### config.mk
export PLATFORM = sky130hd
export DESIGN_NAME = mult_div_unit
export DESIGN_NICKNAME = d
export VERILOG_FILES = /design/src/rtl/mult_div_unit.sv
export SDC_FILE = /design/constraint.sdc
export NUM_CORES = 1
export LEC_CHECK = 0
export BUFFER_PORTS_ARGS = -buffer_cell sky130_fd_sc_hd__buf_4
export CAP_MARGIN = 25
export CORE_ASPECT_RATIO = 1.2
export CORE_UTILIZATION = 65
export CTS_CLUSTER_SIZE = 8
export DETAILED_ROUTE_END_ITERATION = 10
export GPL_TIMING_DRIVEN = 0
export PLACE_DENSITY = 0.95
export SLEW_MARGIN = 20
export SYNTH_ARGS = -nofsm -noshare
export SYNTH_HDL_FRONTEND = slang
export SYNTH_SLANG_ARGS = --single-unit
### constraint.sdc
create_clock -name clock -period 12.1 [get_ports clock]
set_clock_uncertainty 0.2 [all_clocks]
set_input_delay 0.605 -clock clock [delete_from_list [all_inputs] [get_ports clock]]
set_output_delay 0.605 -clock clock [all_outputs]
set_load 0.02 [all_outputs]
### src/rtl/mult_div_unit.sv
// Multicycle signed multiply/divide unit: radix-2 Booth multiply and restoring divide into HI/LO.
// Define MULTDIV_UNSIGNED_EN to add the unsigned_op port (multu/divu semantics).
module mult_div_unit #(
  parameter int unsigned WIDTH = 32
) (
  input  logic             clock,
  input  logic             reset,
  input  logic             start_mult,
  input  logic             start_div,
`ifdef MULTDIV_UNSIGNED_EN
  input  logic             unsigned_op,
`endif
  input  logic [WIDTH-1:0] a,
  input  logic [WIDTH-1:0] b,
  output logic [WIDTH-1:0] hi,
  output logic [WIDTH-1:0] lo,
  output logic             busy,
  output logic             done,
  output logic             div_zero
);

  localparam int unsigned CW = $clog2(WIDTH + 1);
  // Accumulator layout: {upper (WIDTH+1), lower (WIDTH), booth bit}
  localparam int unsigned AW = 2 * WIDTH + 2;

  localparam logic [1:0] S_IDLE   = 2'd0;
  localparam logic [1:0] S_MULT   = 2'd1;
  localparam logic [1:0] S_DIV    = 2'd2;
  localparam logic [1:0] S_FINISH = 2'd3;

  logic [1:0]       state_q, state_d;
  logic [CW-1:0]    cnt_q, cnt_d;
  logic [AW-1:0]    acc_q, acc_d;
  logic [WIDTH:0]   opb_q, opb_d;
  logic             a_neg_q, a_neg_d;
  logic             b_neg_q, b_neg_d;
  logic             uns_q, uns_d;
  logic [WIDTH-1:0] hi_q, hi_d;
  logic [WIDTH-1:0] lo_q, lo_d;
  logic             busy_q, busy_d;
  logic             done_q, done_d;
  logic             dz_q, dz_d;

  logic             op_uns_c;
  logic             a_neg_in_c, b_neg_in_c;
  logic [WIDTH-1:0] a_mag_c, b_mag_c;
  logic [WIDTH:0]   booth_up_c, booth_sum_c;
  logic [WIDTH:0]   div_sh_c;
  logic             div_ge_c;
  logic [WIDTH-1:0] div_rem_c;
  logic [WIDTH-1:0] q_res_c, r_res_c;

`ifdef MULTDIV_UNSIGNED_EN
  assign op_uns_c = unsigned_op;
`else
  assign op_uns_c = 1'b0;
`endif

  // Operand sign and magnitude for the divider; unsigned mode treats operands as non-negative
  assign a_neg_in_c = ~op_uns_c & a[WIDTH-1];
  assign b_neg_in_c = ~op_uns_c & b[WIDTH-1];
  assign a_mag_c    = a_neg_in_c ? (~a + WIDTH'(1)) : a;
  assign b_mag_c    = b_neg_in_c ? (~b + WIDTH'(1)) : b;

  // Next-state, datapath step and output decode
  always_comb begin
    state_d     = state_q;
    cnt_d       = cnt_q;
    acc_d       = acc_q;
    opb_d       = opb_q;
    a_neg_d     = a_neg_q;
    b_neg_d     = b_neg_q;
    uns_d       = uns_q;
    hi_d        = hi_q;
    lo_d        = lo_q;
    done_d      = 1'b0;
    dz_d        = 1'b0;
    booth_up_c  = acc_q[AW-1 -: WIDTH+1];
    booth_sum_c = booth_up_c;
    div_sh_c    = {acc_q[2*WIDTH:WIDTH+1], acc_q[WIDTH]};
    div_ge_c    = 1'b0;
    div_rem_c   = div_sh_c[WIDTH-1:0];
    q_res_c     = acc_q[WIDTH:1];
    r_res_c     = acc_q[2*WIDTH:WIDTH+1];

    case (state_q)
      S_IDLE: begin
        if (start_mult) begin
          state_d = S_MULT;
          cnt_d   = '0;
          acc_d   = {{(WIDTH+1){1'b0}}, b, 1'b0};
          opb_d   = {a[WIDTH-1] & ~op_uns_c, a};
          a_neg_d = 1'b0;
          b_neg_d = b[WIDTH-1];
          uns_d   = op_uns_c;
        end else if (start_div) begin
          state_d = S_DIV;
          cnt_d   = '0;
          acc_d   = {{(WIDTH+1){1'b0}}, a_mag_c, 1'b0};
          opb_d   = {1'b0, b_mag_c};
          a_neg_d = a_neg_in_c;
          b_neg_d = b_neg_in_c;
          uns_d   = op_uns_c;
        end
      end

      S_MULT: begin
        if (cnt_q == CW'(WIDTH)) begin
          // Unsigned product = signed({0,a} * b) + (a << WIDTH) when b's msb is set
          state_d = S_FINISH;
          done_d  = 1'b1;
          hi_d    = booth_up_c[WIDTH-1:0] + ((uns_q & b_neg_q) ? opb_q[WIDTH-1:0] : '0);
          lo_d    = acc_q[WIDTH:1];
        end else begin
          case (acc_q[1:0])
            2'b10:   booth_sum_c = booth_up_c - opb_q;
            2'b01:   booth_sum_c = booth_up_c + opb_q;
            default: booth_sum_c = booth_up_c;
          endcase
          acc_d = {booth_sum_c[WIDTH], booth_sum_c, acc_q[WIDTH:1]};
          cnt_d = cnt_q + CW'(1);
        end
      end

      S_DIV: begin
        if (opb_q == '0) begin
          state_d = S_FINISH;
          done_d  = 1'b1;
          dz_d    = 1'b1;
        end else if (cnt_q == CW'(WIDTH)) begin
          // Quotient negated on sign mismatch; remainder follows the dividend
          state_d = S_FINISH;
          done_d  = 1'b1;
          lo_d    = (a_neg_q ^ b_neg_q) ? (~q_res_c + WIDTH'(1)) : q_res_c;
          hi_d    = a_neg_q ? (~r_res_c + WIDTH'(1)) : r_res_c;
        end else begin
          div_ge_c = (div_sh_c >= opb_q);
          if (div_ge_c) begin
            div_rem_c = WIDTH'(div_sh_c - opb_q);
          end
          acc_d = {1'b0, div_rem_c, acc_q[WIDTH-1:1], div_ge_c, 1'b0};
          cnt_d = cnt_q + CW'(1);
        end
      end

      default: begin
        state_d = S_IDLE;
      end
    endcase

    busy_d = (state_d != S_IDLE);
  end

  always_ff @(posedge clock or negedge reset) begin
    if (!reset) begin
      state_q <= S_IDLE;
      cnt_q   <= '0;
      acc_q   <= '0;
      opb_q   <= '0;
      a_neg_q <= 1'b0;
      b_neg_q <= 1'b0;
      uns_q   <= 1'b0;
      hi_q    <= '0;
      lo_q    <= '0;
      busy_q  <= 1'b0;
      done_q  <= 1'b0;
      dz_q    <= 1'b0;
    end else begin
      state_q <= state_d;
      cnt_q   <= cnt_d;
      acc_q   <= acc_d;
      opb_q   <= opb_d;
      a_neg_q <= a_neg_d;
      b_neg_q <= b_neg_d;
      uns_q   <= uns_d;
      hi_q    <= hi_d;
      lo_q    <= lo_d;
      busy_q  <= busy_d;
      done_q  <= done_d;
      dz_q    <= dz_d;
    end
  end

  assign hi       = hi_q;
  assign lo       = lo_q;
  assign busy     = busy_q;
  assign done     = done_q;
  assign div_zero = dz_q;

endmodule

==> flow_metrics.py, run 1 <==
metrics = {
    "final_layout": {
        "seq_area_mm2": 0.00440,
        "nets": 2242,
        "multiInputGateArea_mm2": 0.00993,
        "fillers": 1687,
        "drive_gt1_frac": 0.103,
        "fin_area_mm2": 0.0172,
        "n_antenna_cell": 0,
        "finish.utilization": 0.760,
        "syn_to_final_growth_pct": 13.8,
        "layout.cells.non_filler": 2416,
    },
    "sta": {
        "max_slew.worst_pin.slew_ns": 1.02,
        "finalCritPeriodShare": 0.452,
        "slew_headroom": 0.318,
        "layout_min_cycle_time_ns": 5.48,
        "fin_tns_setup_ns": 0,
        "hold_violations": 0,
        "fin_ws_ns": 6.62,
        "rsz0062_at_grt": "false",
        "setup_viol": 0,
        "fmax_mhz": 183,
        "slew_viol_final": 0,
        "whs_ns": 0.278,
    },
    "routing": {
        "drtIter0Drc": 1941,
        "post_drt_wl_per_cell_um": 22.1,
        "antenna_left": 0,
        "viasPerCell": 6.65,
        "vias": 16100,
        "drt-total-wl_mm": 53.4,
        "drc": 0,
        "met3_wirelength_mm": 5.56,
        "wl_met2_mm": 24.6,
        "routed.top_layer": "met4",
        "drtPass1Iterations": 7,
        "drt-met1-wl_mm": 19.5,
    },
    "synth": {
        "postSynth.asyncResetShare": 1.00,
        "yosysMostFrequentCell": "nand2_1",
        "synth_cells": 1938,
        "synth_nets": 2087,
        "synthAdderAreaFrac": 0.0681,
        "ys_ff_latch": 176,
        "synth_top_family_by_area": "compound AO/OA/AOI/OAI gates",
        "syn_area_mm2": 0.0151,
        "synth_xor_area_frac": 0.119,
        "yosys_warnings": 0,
        "synth_flop_cell": "dfrtp_1",
        "synth.distinct_cells": 74,
        "yosysSeqAreaShare": 0.292,
        "yosys.area.top_type": "dfrtp_1",
        "syn_area_per_cell_um2": 7.79,
        "synthTopCellsByCount": "nand2_1 (268), o21ai_0 (232), dfrtp_1 (176)",
        "synth_area_leaders": "dfrtp_1 (29%), o21ai_0 (7.7%), xnor2_1 (6.9%)",
        "synthSimpleGateAreaFrac": 0.177,
        "synth_compound_area_frac": 0.266,
        "synth_top_area_frac": 0.292,
        "synth_mux_area_frac": 0.0271,
        "synth-edff-count": 0,
    },
    "floorplan": {
        "die_y_um": 169,
        "dieArea_mm2": 0.0239,
        "io_pins": 135,
        "initial_core_util": 0.668,
        "fp.dieW_um": 141,
        "core_mm2": 0.0226,
        "row_count": 60,
    },
    "place": {
        "place_inst": 2383,
        "placed_area_mm2": 0.0165,
        "place_congestion": 1.07,
        "pre_cts_slack_ns": 6.83,
        "port_buffers": 134,
        "dp_hpwl_mm": 41.2,
    },
    "clock_tree": {
        "clockBufferDepth": 2,
        "clock-sinks": 176,
        "clock_latency_ns": 0.46,
        "numCtsBuffers": 17,
        "cts_tree": "yes",
        "root_buffer": "clkbuf_16",
        "htreeDepth": 4,
        "path_clk_slew_ns": 0.09,
    },
    "grt": {
        "grt_pass1_vias": 15800,
        "grt_pass1_wl_mm": 82.9,
        "grt.total_usage": 0.453,
        "grt_start_max_net_pins": 100,
        "antenna_found_initial": 0,
        "grt_overflow": 0,
    },
    "outcome": {
        "run_status": "finished clean",
    },
    "flow_run": {
        "drv_cap": 0,
    },
    "power": {
        "p_leak_nw": 7.57,
        "vdd_drop_max_uv": 188,
        "power_mw": 4.31,
        "power_density_mw_per_mm2": 251,
    },
    "hold_path": {
        "min_path_type": "input port to flip-flop",
    },
    "worst_setup_path": {
        "startpoint_type": "flip-flop",
        "end_kind": "flip-flop",
        "critPathMaxFanout": 10,
        "worstPathArrival_ns": 5.61,
        "worstPathRequired_ns": 12.24,
        "crit_type": "flip-flop to flip-flop",
    },
}
-- logic make-up after synthesis --
family / count (synthesis)
muxes: 38
and+or+nand+nor: 587
buffers and inverters: 203
adders and majority gates: 81
AOI/OAI and AO/OA: 648
xor gates and xnor gates: 205
DFF: 176
-- cell usage in the layout, fill, tap and decap left out, drive strengths merged, types with 25 or more instances in the layout --
cell type and n:
a21o 32, a21oi 145, a31oi 27, buf 154, clkbuf 126, dfrtp 176, ha 79, inv 83
nand2 268, nor2 149, nor3 27, nor4 25, o21ai 245, o31ai 31, xnor2 119, xor2 86
-- worst max-delay path, cell delays in order, from the launching register on --
cell and delay [ns]:
dfrtp_1 0.47, inv_1 0.27, ha_1 0.20, clkbuf_1 0.20, clkbuf_1 0.50, mux2_2 0.45
fa_1 0.47, a211oi_1 0.23, o21ai_0 0.23, o21ai_0 0.47, a21oi_1 0.16, o22ai_1 0.49
o31a_1 0.24, o21ai_0 0.17, mux2i_1 0.21, mux2i_1 0.27, o211ai_1 0.11
-- per-layer routing --
layer	global-route usage	vias up
li1	-	7244
met2	0.746	1098
met5	0	-
met1	0.532	7445
met4	0.300	0
met3	0.0956	278
-- worst paths after layout --
| kind | start | to | slack [ns] | depth (start not counted) |
|---|---|---|---|---|
| hold reg to reg | hi[26] | hi[26] | 0.28 | 2 |
| setup reg to reg | acc_q[1] | acc_q[64] | 6.62 | 16 |
| max in group asynchronous | reset | acc_q[13] | 10.25 | 3 |
| min in group asynchronous | reset | acc_q[41] | 0.48 | 2 |
| hold / removal | a[29] | opb_q[29] | 0.28 | 3 |
| setup / recovery | acc_q[1] | acc_q[64] | 6.62 | 16 |
-- sequential cells by signal, indices dropped and copies added (netlist names) --
register	cells
acc_q	66
lo	32
cnt_q	6
busy	1
hi	32
b_neg_q	1
a_neg_q	1
opb_q	33
div_zero	1
done	1
state_q	2
-- power breakdown --
part | leakage (nW) | internal, mW | total, mW | switching, mW
clock | 0.307 | 0.290 | 0.606 | 0.315
sequential | 2.34 | 0.725 | 0.904 | 0.180
combinational | 4.92 | 0.996 | 2.80 | 1.80
-- layout make-up --
type                       count  area share
buffer                       128      0.0285
clock buffer                  17      0.0248
clock inverter                15      0.0125
inverter                      75      0.0164
multi-input combinational   1559       0.578
sequential                   176       0.256
tap                          310      0.0226
timing repair buffer         136      0.0612
-- what timing repair did --
item / in CTS / in global routing
endpoints found under the setup margin: 0 / 0
gates resized for setup: 0 / 0
hold buffers: 1 / 0
buffers inserted: 0 / 0
hold endpoints to repair: 77 / 0
No activity file was read; power rests on OpenSTA's default activity.
==> run 2, diff against run 1 <==
--- a/config.mk
+++ b/config.mk
@@ -8,11 +8,11 @@
 export BUFFER_PORTS_ARGS = -buffer_cell sky130_fd_sc_hd__buf_4
 export CAP_MARGIN = 25
 export CORE_ASPECT_RATIO = 1.2
-export CORE_UTILIZATION = 65
+export CORE_UTILIZATION = 56
 export CTS_CLUSTER_SIZE = 8
 export DETAILED_ROUTE_END_ITERATION = 10
 export GPL_TIMING_DRIVEN = 0
-export PLACE_DENSITY = 0.95
+export PLACE_DENSITY = 0.88
 export SLEW_MARGIN = 20
 export SYNTH_ARGS = -nofsm -noshare
 export SYNTH_HDL_FRONTEND = slang
==> constraint.sdc (replaced) <==
create_clock -name clock -period 4.5 [get_ports clock]
set_clock_uncertainty 0.2 [all_clocks]
set_input_delay 0.225 -clock clock [delete_from_list [all_inputs] [get_ports clock]]
set_output_delay 0.225 -clock clock [all_outputs]
set_load 0.02 [all_outputs]
==> run 2 against run 1 <==
Effect of this change:
- sequential power grew to 2.7 times the previous value
- flip-flop and latch count unchanged
- the run now ends with design-rule violations left
- die area up 16%
==> flow_metrics.py, run 2 (same netlist as run 1, synthesis figures left out) <==
metrics = {
    "outcome": {
        "run_status": "complete, but fails checks",
        "violations": "design-rule violations",
    },
    "floorplan": {
        "io_pins": 135,
        "dieArea_mm2": 0.0276,
        "die_y_um": 182,
        "initial_core_util": 0.571,
        "fp.dieW_um": 152,
        "core_mm2": 0.0264,
        "row_count": 65,
    },
    "grt": {
        "grt.total_usage": 0.393,
        "grt_overflow": 0,
        "antenna_found_initial": 0,
        "grt_pass1_wl_mm": 84.1,
        "grt_start_max_net_pins": 90,
        "grt_pass1_vias": 15400,
    },
    "clock_tree": {
        "clockBufferDepth": 2,
        "root_buffer": "clkbuf_16",
        "numCtsBuffers": 17,
        "path_clk_slew_ns": 0.08,
        "htreeDepth": 4,
        "clock-sinks": 176,
        "clock_latency_ns": 0.46,
        "cts_tree": "yes",
    },
    "place": {
        "place_congestion": 1.01,
        "placed_area_mm2": 0.0166,
        "port_buffers": 134,
        "place_inst": 2408,
        "dp_hpwl_mm": 42.0,
    },
    "routing": {
        "drt-total-wl_mm": 53.7,
        "antenna_left": 0,
        "drtIter0Drc": 1535,
        "post_drt_wl_per_cell_um": 21.7,
        "drtPass1Iterations": 9,
        "vias": 15800,
        "viasPerCell": 6.40,
        "drc": 22,
    },
    "final_layout": {
        "n_antenna_cell": 0,
        "fin_area_mm2": 0.0177,
        "reg_top3": "acc_q x66, opb_q x33",
        "nets": 2278,
        "layout.cells.non_filler": 2477,
        "finish.utilization": 0.671,
        "syn_to_final_growth_pct": 17.5,
        "regMostFlops": "acc_q",
        "largest_reg_flops": 66,
        "layout_commonest_cell": "nand2_1",
        "drive_gt1_frac": 0.122,
        "final_cell_mix": "nand2_1 (268), o21ai_0 (227), dfrtp_1 (176), nor2_1 (146), a21oi_1 (143)",
    },
    "sta": {
        "slew_viol_final": 0,
        "rsz0062_at_grt": "true",
        "max_slew.worst_pin.slew_ns": 1.01,
        "hold_violations": 0,
        "slew_headroom": 0.325,
        "setup_viol": 0,
        "finalCritPeriodShare": 0.972,
        "fmax_mhz": 229,
        "layout_min_cycle_time_ns": 4.37,
    },
    "worst_setup_path": {
        "worstPathArrival_ns": 4.50,
        "regToRegEndpoint": "acc_q[62]",
        "slowest_delay_ns": 0.47,
        "rrSetupSlack_ns": 0.13,
        "crit_type": "flip-flop to flip-flop",
        "end_kind": "flip-flop",
        "cp_cell_sequence": "inv_2 > ha_1 > clkbuf_8 > mux2_2 > fa_1 > a211oi_1 > o21ai_1 > o21ai_2 > a21oi_1 > o22ai_2 > nor2_1 > a221oi_2 > xnor2_1 > a221oi_1 > o21ai_0",
        "crit_buf_inv": 2,
        "critPathMaxFanout": 10,
        "cp_top_family": "compound AO/OA/AOI/OAI gates",
        "worstPathRequired_ns": 4.63,
        "reg2reg_depth": 15,
        "critPathSlowestCell": "fa_1",
        "r2r_start": "acc_q[1]",
        "startpoint_type": "flip-flop",
    },
    "power": {
        "switching_share": 0.525,
        "clkPwrFrac": 0.129,
        "seqPwrFrac": 0.209,
        "p_leak_nw": 7.79,
        "intPower_mw": 5.53,
        "power.switching_mw": 6.10,
        "power_mw": 11.6,
        "power_frac_comb": 0.662,
        "vdd_drop_max_uv": 378,
        "power_density_mw_per_mm2": 655,
    },
    "flow_run": {
        "drv_cap": 0,
    },
    "hold_path": {
        "min_to": "opb_q[29]",
        "whs_path_depth": 5,
        "min_from": "b[29]",
        "min_path_type": "input port to flip-flop",
    },
}
run 2: cell count changes in the layout (fill, tap and decap cells not counted), moves of 4 or more:
cell	before	now
o21ai_2	2	6
clkbuf_1	108	97
buf_4	134	141
dlygate4sd3_1	1	35
clkbuf_2	1	7
o21ai_0	232	227
inv_12	5	1
run 2: how the worst max path moves through the flow:
stage                     startpoint  slack [ns]  cells past startpoint   endpoint
after floorplan             acc_q[1]        0.48                     16  acc_q[62]
after global placement      acc_q[1]       -0.65                     16  acc_q[62]
after detailed placement    acc_q[1]       -0.74                     16  acc_q[62]
after CTS                   opb_q[1]       -0.05                     19  acc_q[62]
after global routing        opb_q[2]       -0.06                     18  acc_q[62]
final                       acc_q[1]        0.13                     15  acc_q[62]
run 2: timing repair:
action / in CTS / in global routing
setup buffers: 0 / 6
resized for setup: 19 / 40
endpoints found under the hold margin: 126 / 0
hold buffers: 35 / 0
setup endpoints to repair: 102 / 75
pin swaps: 1 / 8
cloned: 0 / 0
run 2: worst reg2reg max path: stages, from the launching register on:
cell and delay (ns):
dfrtp_1 0.45, inv_2 0.16, ha_1 0.31, clkbuf_8 0.23
mux2_2 0.40, fa_1 0.47, a211oi_1 0.23, o21ai_1 0.18
o21ai_2 0.22, a21oi_1 0.14, o22ai_2 0.29, nor2_1 0.12
a221oi_2 0.30, xnor2_1 0.12, a221oi_1 0.29, o21ai_0 0.13
run 2: layout make-up:
type / count / area (um2)
multi-input combinational: 1559 / 10100
fill: 2252 / 8680
sequential: 176 / 4400
timing repair buffer: 176 / 1440
buffer: 124 / 500
clock buffer: 17 / 425
tap: 335 / 419
inverter: 75 / 282
clock inverter: 15 / 165
run 2: stage by stage:
step,setup WS [ns],TNS (ns),hold slack (ns)
floorplan,0.483,0,-0.271
global placement,-0.648,-14.36,0.258
detailed placement,-0.737,-19.83,0.0481
CTS,-0.0474,-0.0649,0.0000764
global route,-0.0595,-0.0595,0.0203
finish,0.125,0,0.00975
run 2: per-layer routing:
| layer | routed length, um | vias up | track usage |
|---|---|---|---|
| met1 | 20700 | 7459 | 0.466 |
| met3 | 4300 | 214 | 0.0599 |
| met2 | 25100 | 848 | 0.664 |
| li1 | - | 7320 | - |
| met4 | 3650 | 0 | 0.263 |
| met5 | 0 | - | 0 |
run 2: power groups by stage:
| stage | combinational [mW] | clock [mW] | sequential [mW] |
|---|---|---|---|
| after floorplan | 5.24 | 0 | 2.25 |
| after global placement | 7.08 | 0 | 2.39 |
| after detailed placement | 7.16 | 0 | 2.41 |
| after CTS | 7.29 | 1.52 | 2.38 |
| after global routing | 8.32 | 1.57 | 2.46 |
| final | 7.69 | 1.51 | 2.43 |
